**config.mk**
```make
export PLATFORM = sky130hd
export DESIGN_NAME = spi_config_peripheral
export DESIGN_NICKNAME = d
export VERILOG_FILES = /design/src/rtl/spi_config_peripheral.sv
export SDC_FILE = /design/constraint.sdc
export NUM_CORES = 1
export LEC_CHECK = 0
export BUFFER_PORTS_ARGS = -buffer_cell sky130_fd_sc_hd__clkbuf_2
export CAP_MARGIN = 20
export CORE_MARGIN = 2
export CORE_UTILIZATION = 38
export CTS_CLUSTER_SIZE = 24
export DETAILED_ROUTE_END_ITERATION = 12
export SETUP_SLACK_MARGIN = 0.2
export SYNTH_ARGS = -nofsm -noshare
export SYNTH_HDL_FRONTEND = slang
export SYNTH_SLANG_ARGS = --single-unit
```
**constraint.sdc**
```tcl
create_clock -name clk -period 2.4 [get_ports clk]
set_clock_uncertainty 0.2 [all_clocks]
set_input_delay 0.12 -clock clk [delete_from_list [all_inputs] [get_ports clk]]
set_output_delay 0.12 -clock clk [all_outputs]
set_load 0.1 [all_outputs]
```
**src/rtl/spi_config_peripheral.sv**
```systemverilog
// SPI mode-0 write-only target that loads the PWM peripheral's five 8-bit
// control registers. Frames are 16 bits, MSB first: {wr, addr[6:0], data[7:0]}.
// SCLK, COPI and nCS are asynchronous and are synchronised to clk here.
module spi_config_peripheral #(
  parameter int SYNC_STAGES = 2,
  parameter int MAX_ADDR    = 4
) (
  input  logic       clk,
  input  logic       rst_n,
  input  logic       sclk,
  input  logic       copi,
  input  logic       ncs,
  output logic [7:0] en_reg_out_7_0,
  output logic [7:0] en_reg_out_15_8,
  output logic [7:0] en_reg_pwm_7_0,
  output logic [7:0] en_reg_pwm_15_8,
  output logic [7:0] pwm_duty_cycle,
  output logic       cfg_write
);

  localparam logic [4:0] FRAME_BITS = 5'd16;
  localparam logic [4:0] CNT_OVF    = 5'd17;
  localparam logic [6:0] MAX_A      = 7'(MAX_ADDR);
  // Flush window: cycles until the ncs chain shows the real pin level.
  localparam int         FLUSH_CYC  = SYNC_STAGES + 1;
  localparam int         FW         = $clog2(FLUSH_CYC + 1);
  localparam logic [FW-1:0] FLUSH_END = FW'(FLUSH_CYC);

  typedef enum logic [1:0] {
    IDLE   = 2'd0,
    SHIFT  = 2'd1,
    COMMIT = 2'd2
  } state_t;

  // --------------------------------------------------------------------
  // Input synchronisers plus one edge-detect flop on sclk and ncs
  // --------------------------------------------------------------------
  logic [SYNC_STAGES-1:0] sclk_sync;
  logic [SYNC_STAGES-1:0] copi_sync;
  logic [SYNC_STAGES-1:0] ncs_sync;
  logic                   sclk_d;
  logic                   ncs_d;

  // Multi-flop synchronisers; reset to the bus idle levels.
  always_ff @(posedge clk) begin
    if (!rst_n) begin
      sclk_sync <= '0;
      copi_sync <= '0;
      ncs_sync  <= '1;
      sclk_d    <= 1'b0;
      ncs_d     <= 1'b1;
    end else begin
      sclk_sync <= {sclk_sync[SYNC_STAGES-2:0], sclk};
      copi_sync <= {copi_sync[SYNC_STAGES-2:0], copi};
      ncs_sync  <= {ncs_sync[SYNC_STAGES-2:0], ncs};
      sclk_d    <= sclk_sync[SYNC_STAGES-1];
      ncs_d     <= ncs_sync[SYNC_STAGES-1];
    end
  end

  logic sclk_s, copi_s, ncs_s;
  assign sclk_s = sclk_sync[SYNC_STAGES-1];
  assign copi_s = copi_sync[SYNC_STAGES-1];
  assign ncs_s  = ncs_sync[SYNC_STAGES-1];

  // --------------------------------------------------------------------
  // Capture arming. The ncs chain resets high, so if the pin is held low
  // through reset the chain would show a falling edge once it flushes.
  // A fall is only honoured after ncs has been seen high on a settled chain,
  // which also makes a frame interrupted by reset wait for a fresh select.
  // --------------------------------------------------------------------
  logic [FW-1:0] flush_cnt;
  logic          flush_done;
  logic          armed;

  assign flush_done = (flush_cnt == FLUSH_END);

  // Count out the flush window after reset, then arm on a settled-high ncs.
  always_ff @(posedge clk) begin
    if (!rst_n) begin
      flush_cnt <= '0;
      armed     <= 1'b0;
    end else begin
      if (!flush_done) flush_cnt <= flush_cnt + 1'b1;
      if (flush_done && ncs_s) armed <= 1'b1;
    end
  end

  logic sclk_rise, ncs_fall, ncs_rise;
  assign sclk_rise = sclk_s & ~sclk_d;
  assign ncs_fall  = armed & ncs_d & ~ncs_s;
  assign ncs_rise  = ncs_s & ~ncs_d;

  // --------------------------------------------------------------------
  // Frame FSM, deserialiser and register file
  // --------------------------------------------------------------------
  state_t      state;
  logic [15:0] shift_reg;
  logic [4:0]  bit_cnt;

  logic       frame_wr;
  logic [6:0] frame_addr;
  logic [7:0] frame_data;
  assign frame_wr   = shift_reg[15];
  assign frame_addr = shift_reg[14:8];
  assign frame_data = shift_reg[7:0];

  // Single FSM: shifts bits in SHIFT, commits one register write in COMMIT.
  always_ff @(posedge clk) begin
    if (!rst_n) begin
      state           <= IDLE;
      shift_reg       <= '0;
      bit_cnt         <= '0;
      cfg_write       <= 1'b0;
      en_reg_out_7_0  <= 8'h00;
      en_reg_out_15_8 <= 8'h00;
      en_reg_pwm_7_0  <= 8'h00;
      en_reg_pwm_15_8 <= 8'h00;
      pwm_duty_cycle  <= 8'h00;
    end else begin
      cfg_write <= 1'b0;
      case (state)
        IDLE: begin
          if (ncs_fall) begin
            state     <= SHIFT;
            shift_reg <= '0;
            bit_cnt   <= '0;
          end
        end
        SHIFT: begin
          // ncs rising wins over a coincident sclk edge.
          if (ncs_rise) begin
            state <= (bit_cnt == FRAME_BITS) ? COMMIT : IDLE;
          end else if (sclk_rise) begin
            shift_reg <= {shift_reg[14:0], copi_s};
            if (bit_cnt != CNT_OVF) bit_cnt <= bit_cnt + 5'd1;
          end
        end
        COMMIT: begin
          state <= IDLE;
          // Read frames and out-of-range addresses are silently dropped.
          if (frame_wr && (frame_addr <= MAX_A)) begin
            cfg_write <= 1'b1;
            case (frame_addr)
              7'd0:    en_reg_out_7_0  <= frame_data;
              7'd1:    en_reg_out_15_8 <= frame_data;
              7'd2:    en_reg_pwm_7_0  <= frame_data;
              7'd3:    en_reg_pwm_15_8 <= frame_data;
              7'd4:    pwm_duty_cycle  <= frame_data;
              default: ;
            endcase
          end
        end
        default: state <= IDLE;
      endcase
    end
  end

endmodule

```
==> results by stage <==
Place:
- The placement-stage cell area is 0.00307 mm^2.
- The detailed-placement wirelength estimate is 3.73 mm.
- The global placement routability congestion is 0.747.
- The count of buffers inserted at the top-level ports is 45.

Synth:
- In the synthesized netlist the dominant register cell turns out to be sky130_fd_sc_hd__dfxtp_1.
- The fraction of synthesized cell area in xor and xnor cells is 0.00631.
- The netlist area before placement is 0.00278 mm^2.
- The flip-flop and latch count after synthesis is 75.
- The library cell with the largest summed area after synthesis is sky130_fd_sc_hd__dfxtp_1.
- Synthesis produced a netlist with a net count of between 200 and 300.
- Of the total synthesized cell area, the portion taken by full adders, half adders and majority gates is 0.0180.
- In the synthesized netlist, the cells that appear most often are sky130_fd_sc_hd__dfxtp_1 (75), sky130_fd_sc_hd__nand2_1 (55), sky130_fd_sc_hd__mux2i_1 (44).
- After synthesis, the largest family of logic cells by area is simple AND/OR/NAND/NOR gates.
- The post-synthesis instance total is 265.
- The average instance area after synthesis is about 10 um^2.
- For this run, the number of Yosys warnings is 0.
- The share of the Yosys chip area taken by registers is 0.541.
- Of all flip-flops after synthesis, the portion carrying an async set or reset was 0.
- In the post-synthesis netlist, the biggest area contributors are sky130_fd_sc_hd__dfxtp_1 (54%), sky130_fd_sc_hd__mux2i_1 (16%), sky130_fd_sc_hd__nand2_1 (7.4%).
- The area fraction in compound gates after synthesis is 0.0563.
- The mux share of post-synthesis cell area is 0.159.
- The number of different library cells in the post-synthesis netlist is 33.
- The number of synthesized flops with an enable pin is 0.
- The basic-gate share of the synthesized area counting and, or, nand and nor cells is 0.183.
- By instance count, the leading cell after synthesis is sky130_fd_sc_hd__dfxtp_1.
- The share of Yosys cell area claimed by the top area cell type is 0.541.

Timing:
- The final worst-path cycle share is 0.842.
- For the pin with the worst max-slew slack, the measured transition is 0.630 ns.
- The number of max-slew violations in the final report came to 0.
- The post-layout minimum cycle time is 2.02 ns.
- The normalized max-slew margin is 0.580.
- Setup repair after global routing left no endpoint under its margin.
- On the final layout, the worst hold slack is 0.216 ns.
- The final count of negative-setup-slack endpoints is 0.
- The number of hold violations in the final report came to 0.
- Summed over all failing endpoints, the final setup total negative slack is 0 ns.
- The maximum clock rate is between 0.4 and 0.5 GHz.

Floorplan:
- The initial utilization of the core area, before any placement, comes to 0.387.
- In this run the horizontal extent of the chip is 89.5 um.
- From bottom edge to top edge, the die measures 89.5 um.
- The number of primary I/O pins is between 40 and 50.
- The floorplan has 31 rows.
- The total area inside the core boundary comes to 0.00718 mm^2.
- The area of the die is approximately 0.0080 mm^2.

Drt:
- The count of nets left with antenna violations once routing finished came out at 0.
- The via density per instance is 4.74.
- The first detailed-routing pass took 4 iterations.
- For this run, design rule violations remaining after detail routing come to 0.
- The starting DRC count in detailed routing is ~110.
- The detailed-route wire length is approximately 5.6 mm.
- The routed layout has 1987 vias.
- In the final routed layout, each cell accounts on average for roughly 13 um.

Global routing:
- The via count of the first global-routing pass was ~1.8k.
- Entering global routing, the biggest net connects 32 pins.
- The total overflow reported by the global router is 0.
- The global router's overall resource usage is 0.145.
- The global-route wire length before repair is slightly below 9 mm.
- The initial antenna violation count is 0.

Min path:
- Along the worst hold path, the cell count comes to 1.
- The path category of the worst min-delay check is reg2reg.
- The worst hold path terminates at ncs_sync[1]$_SDFF_PN1_.
- The startpoint of the worst hold path is ncs_sync[0]$_SDFF_PN1_.

Critical path:
- The category of the most critical setup path is reg2reg.
- The worst setup path is captured at a register.
- The startpoint identified for the worst register-to-register timing path is state[0]$_SDFFE_PN0P_.
- Counting cells, the worst reg-to-reg path comes to 4.
- The register-to-register setup slack is 0.38 ns.
- In this run the critical register-to-register path is captured at en_reg_pwm_15_8[6]$_SDFFE_PN0P_.
- STA puts the critical path data required time at 2.46 ns.
- In this run the worst path has a maximum fanout of 8.
- The kind of start point of the critical path is a register.
- Data arrives at the worst endpoint at 2.08 ns.

Clock tree:
- The count of clock tree sinks is between 70 and 80.
- The depth of the CTS H-tree is 3.
- The source-to-sink clock delay at the later pin of the worst-skew pair is 0.34 ns.
- TritonCTS built the clock tree.
- The number of instances resized during post-cts repair is 0.
- The maximum count of clock buffers along a single path is 2.
- The clock transition at the registers of the reported paths is ~0.080 ns.
- The clock buffer count from CTS is 9.
- The cell at the root of the clock tree is sky130_fd_sc_hd__clkbuf_8.

Flow run:
- The tool flagged a number of max-cap violations equal to 0.

Outcome:
- The run finished with clean final reports.

Cells and area:
- The register with the most flip-flops in the layout has 16 of them.
- The fraction of final layout cells sized beyond drive strength 1 is 0.216.
- Measured on the finished design, the core utilization comes to 0.459.
- After routing the design area is 0.00330 mm^2.
- Relative to the synthesized area, the layout overhead comes to 18.7%.
- The count of antenna diodes in the layout is 0.
- At the end of the flow, the number of nets in the layout was 324.
- The number of filler cells placed in the layout is 725.

Power:
- The final total power is ~2300 uW.
- VDD sags by at most 0.216 mV.
- The power per cell area is about 700 mW/mm^2.
- The static leakage is ~0.0015 uW.
==> where the power goes <==
group | switching, uW | internal (uW) | total [uW]
Sequential | 8.24 | 1260 | 1270
Combinational | 35.6 | 27.9 | 63.5
Clock | 467 | 508 | 975
==> stage by stage <==
stage                     cells  worst slack [ns]
after detailed placement    400             0.393
after global routing        419             0.215
after global placement      400             0.435
final                       419             0.379
after CTS                   419             0.372
after floorplan             265             0.653
==> worst max path at each step <==
stage | cells after the start | endpoint | start
3_3_place_gp | 4 | en_reg_out_15_8[1]$_SDFFE_PN0P_ | shift_reg[11]$_SDFFE_PN0P_
5_1_grt | 4 | en_reg_pwm_15_8[6]$_SDFFE_PN0P_ | state[0]$_SDFFE_PN0P_
2_1_floorplan | 6 | en_reg_pwm_15_8[0]$_SDFFE_PN0P_ | state[0]$_SDFFE_PN0P_
3_5_place_dp | 4 | en_reg_pwm_15_8[6]$_SDFFE_PN0P_ | state[0]$_SDFFE_PN0P_
6_report | 4 | en_reg_pwm_15_8[6]$_SDFFE_PN0P_ | state[0]$_SDFFE_PN0P_
4_1_cts | 4 | en_reg_pwm_15_8[6]$_SDFFE_PN0P_ | state[0]$_SDFFE_PN0P_
==> logic make-up (layout without fill, tap and decap cells) <==
family / Yosys count / in the layout
adders and majority gates: 4 / 4
buffers and inverters: 16 / 71
xor gates and xnor gates: 2 / 2
DFF: 75 / 75
AOI/OAI and AO/OA: 23 / 23
muxes: 44 / 44
and+or+nand+nor: 101 / 101
==> worst max-delay path, stage by stage (launching register included) <==
cell,delay [ns]
sky130_fd_sc_hd__dfxtp_1,0.39
sky130_fd_sc_hd__or2_4,0.27
sky130_fd_sc_hd__nor4_4,0.34
sky130_fd_sc_hd__and3_1,0.50
sky130_fd_sc_hd__mux2i_1,0.24
==> what timing repair did <==
item                                   4_1_cts  5_1_grt
buffers inserted                             0        0
endpoints found under the hold margin        3        0
hold buffers                                 3        0
==> cells in the final DEF (no fill, tap or decap), types with 3 or more instances in the layout <==
| master | n |
|---|---|
| sky130_fd_sc_hd__clkbuf_8 | 10 |
| sky130_fd_sc_hd__a22o_1 | 8 |
| sky130_fd_sc_hd__dfxtp_1 | 75 |
| sky130_fd_sc_hd__dlygate4sd3_1 | 3 |
| sky130_fd_sc_hd__mux2i_1 | 44 |
| sky130_fd_sc_hd__nor2_1 | 5 |
| sky130_fd_sc_hd__clkbuf_2 | 45 |
| sky130_fd_sc_hd__and2_1 | 7 |
| sky130_fd_sc_hd__and3_1 | 3 |
| sky130_fd_sc_hd__nand2b_1 | 5 |
| sky130_fd_sc_hd__nor2b_1 | 4 |
| sky130_fd_sc_hd__inv_1 | 3 |
| sky130_fd_sc_hd__nand2_1 | 55 |
| sky130_fd_sc_hd__a21oi_1 | 4 |
| sky130_fd_sc_hd__ha_1 | 4 |
| sky130_fd_sc_hd__nand3b_1 | 4 |
| sky130_fd_sc_hd__o22ai_1 | 8 |
| sky130_fd_sc_hd__buf_4 | 4 |
| sky130_fd_sc_hd__nand3_1 | 5 |
==> final cells by class <==
cell class	instances	area (um^2)	share of cell area
flip-flops and latches	75	1500	0.455
multi-input cells	174	1170	0.356
inverters	3	11.3	0.00342
clock inverters	6	63.8	0.0194
clock buffers	10	138	0.0417
repair buffers	52	285	0.0865
well taps	99	124	0.0376
==> per-layer routing <==
layer / global-route usage / vias to the layer above / share of wire
met5: 0 / - / 0
met4: 0.0733 / 0 / 0.020
met3: 0.0332 / 8 / 0.035
met2: 0.214 / 31 / 0.44
met1: 0.198 / 940 / 0.50
li1: - / 1008 / -
(Power assumes the default switching activity.)
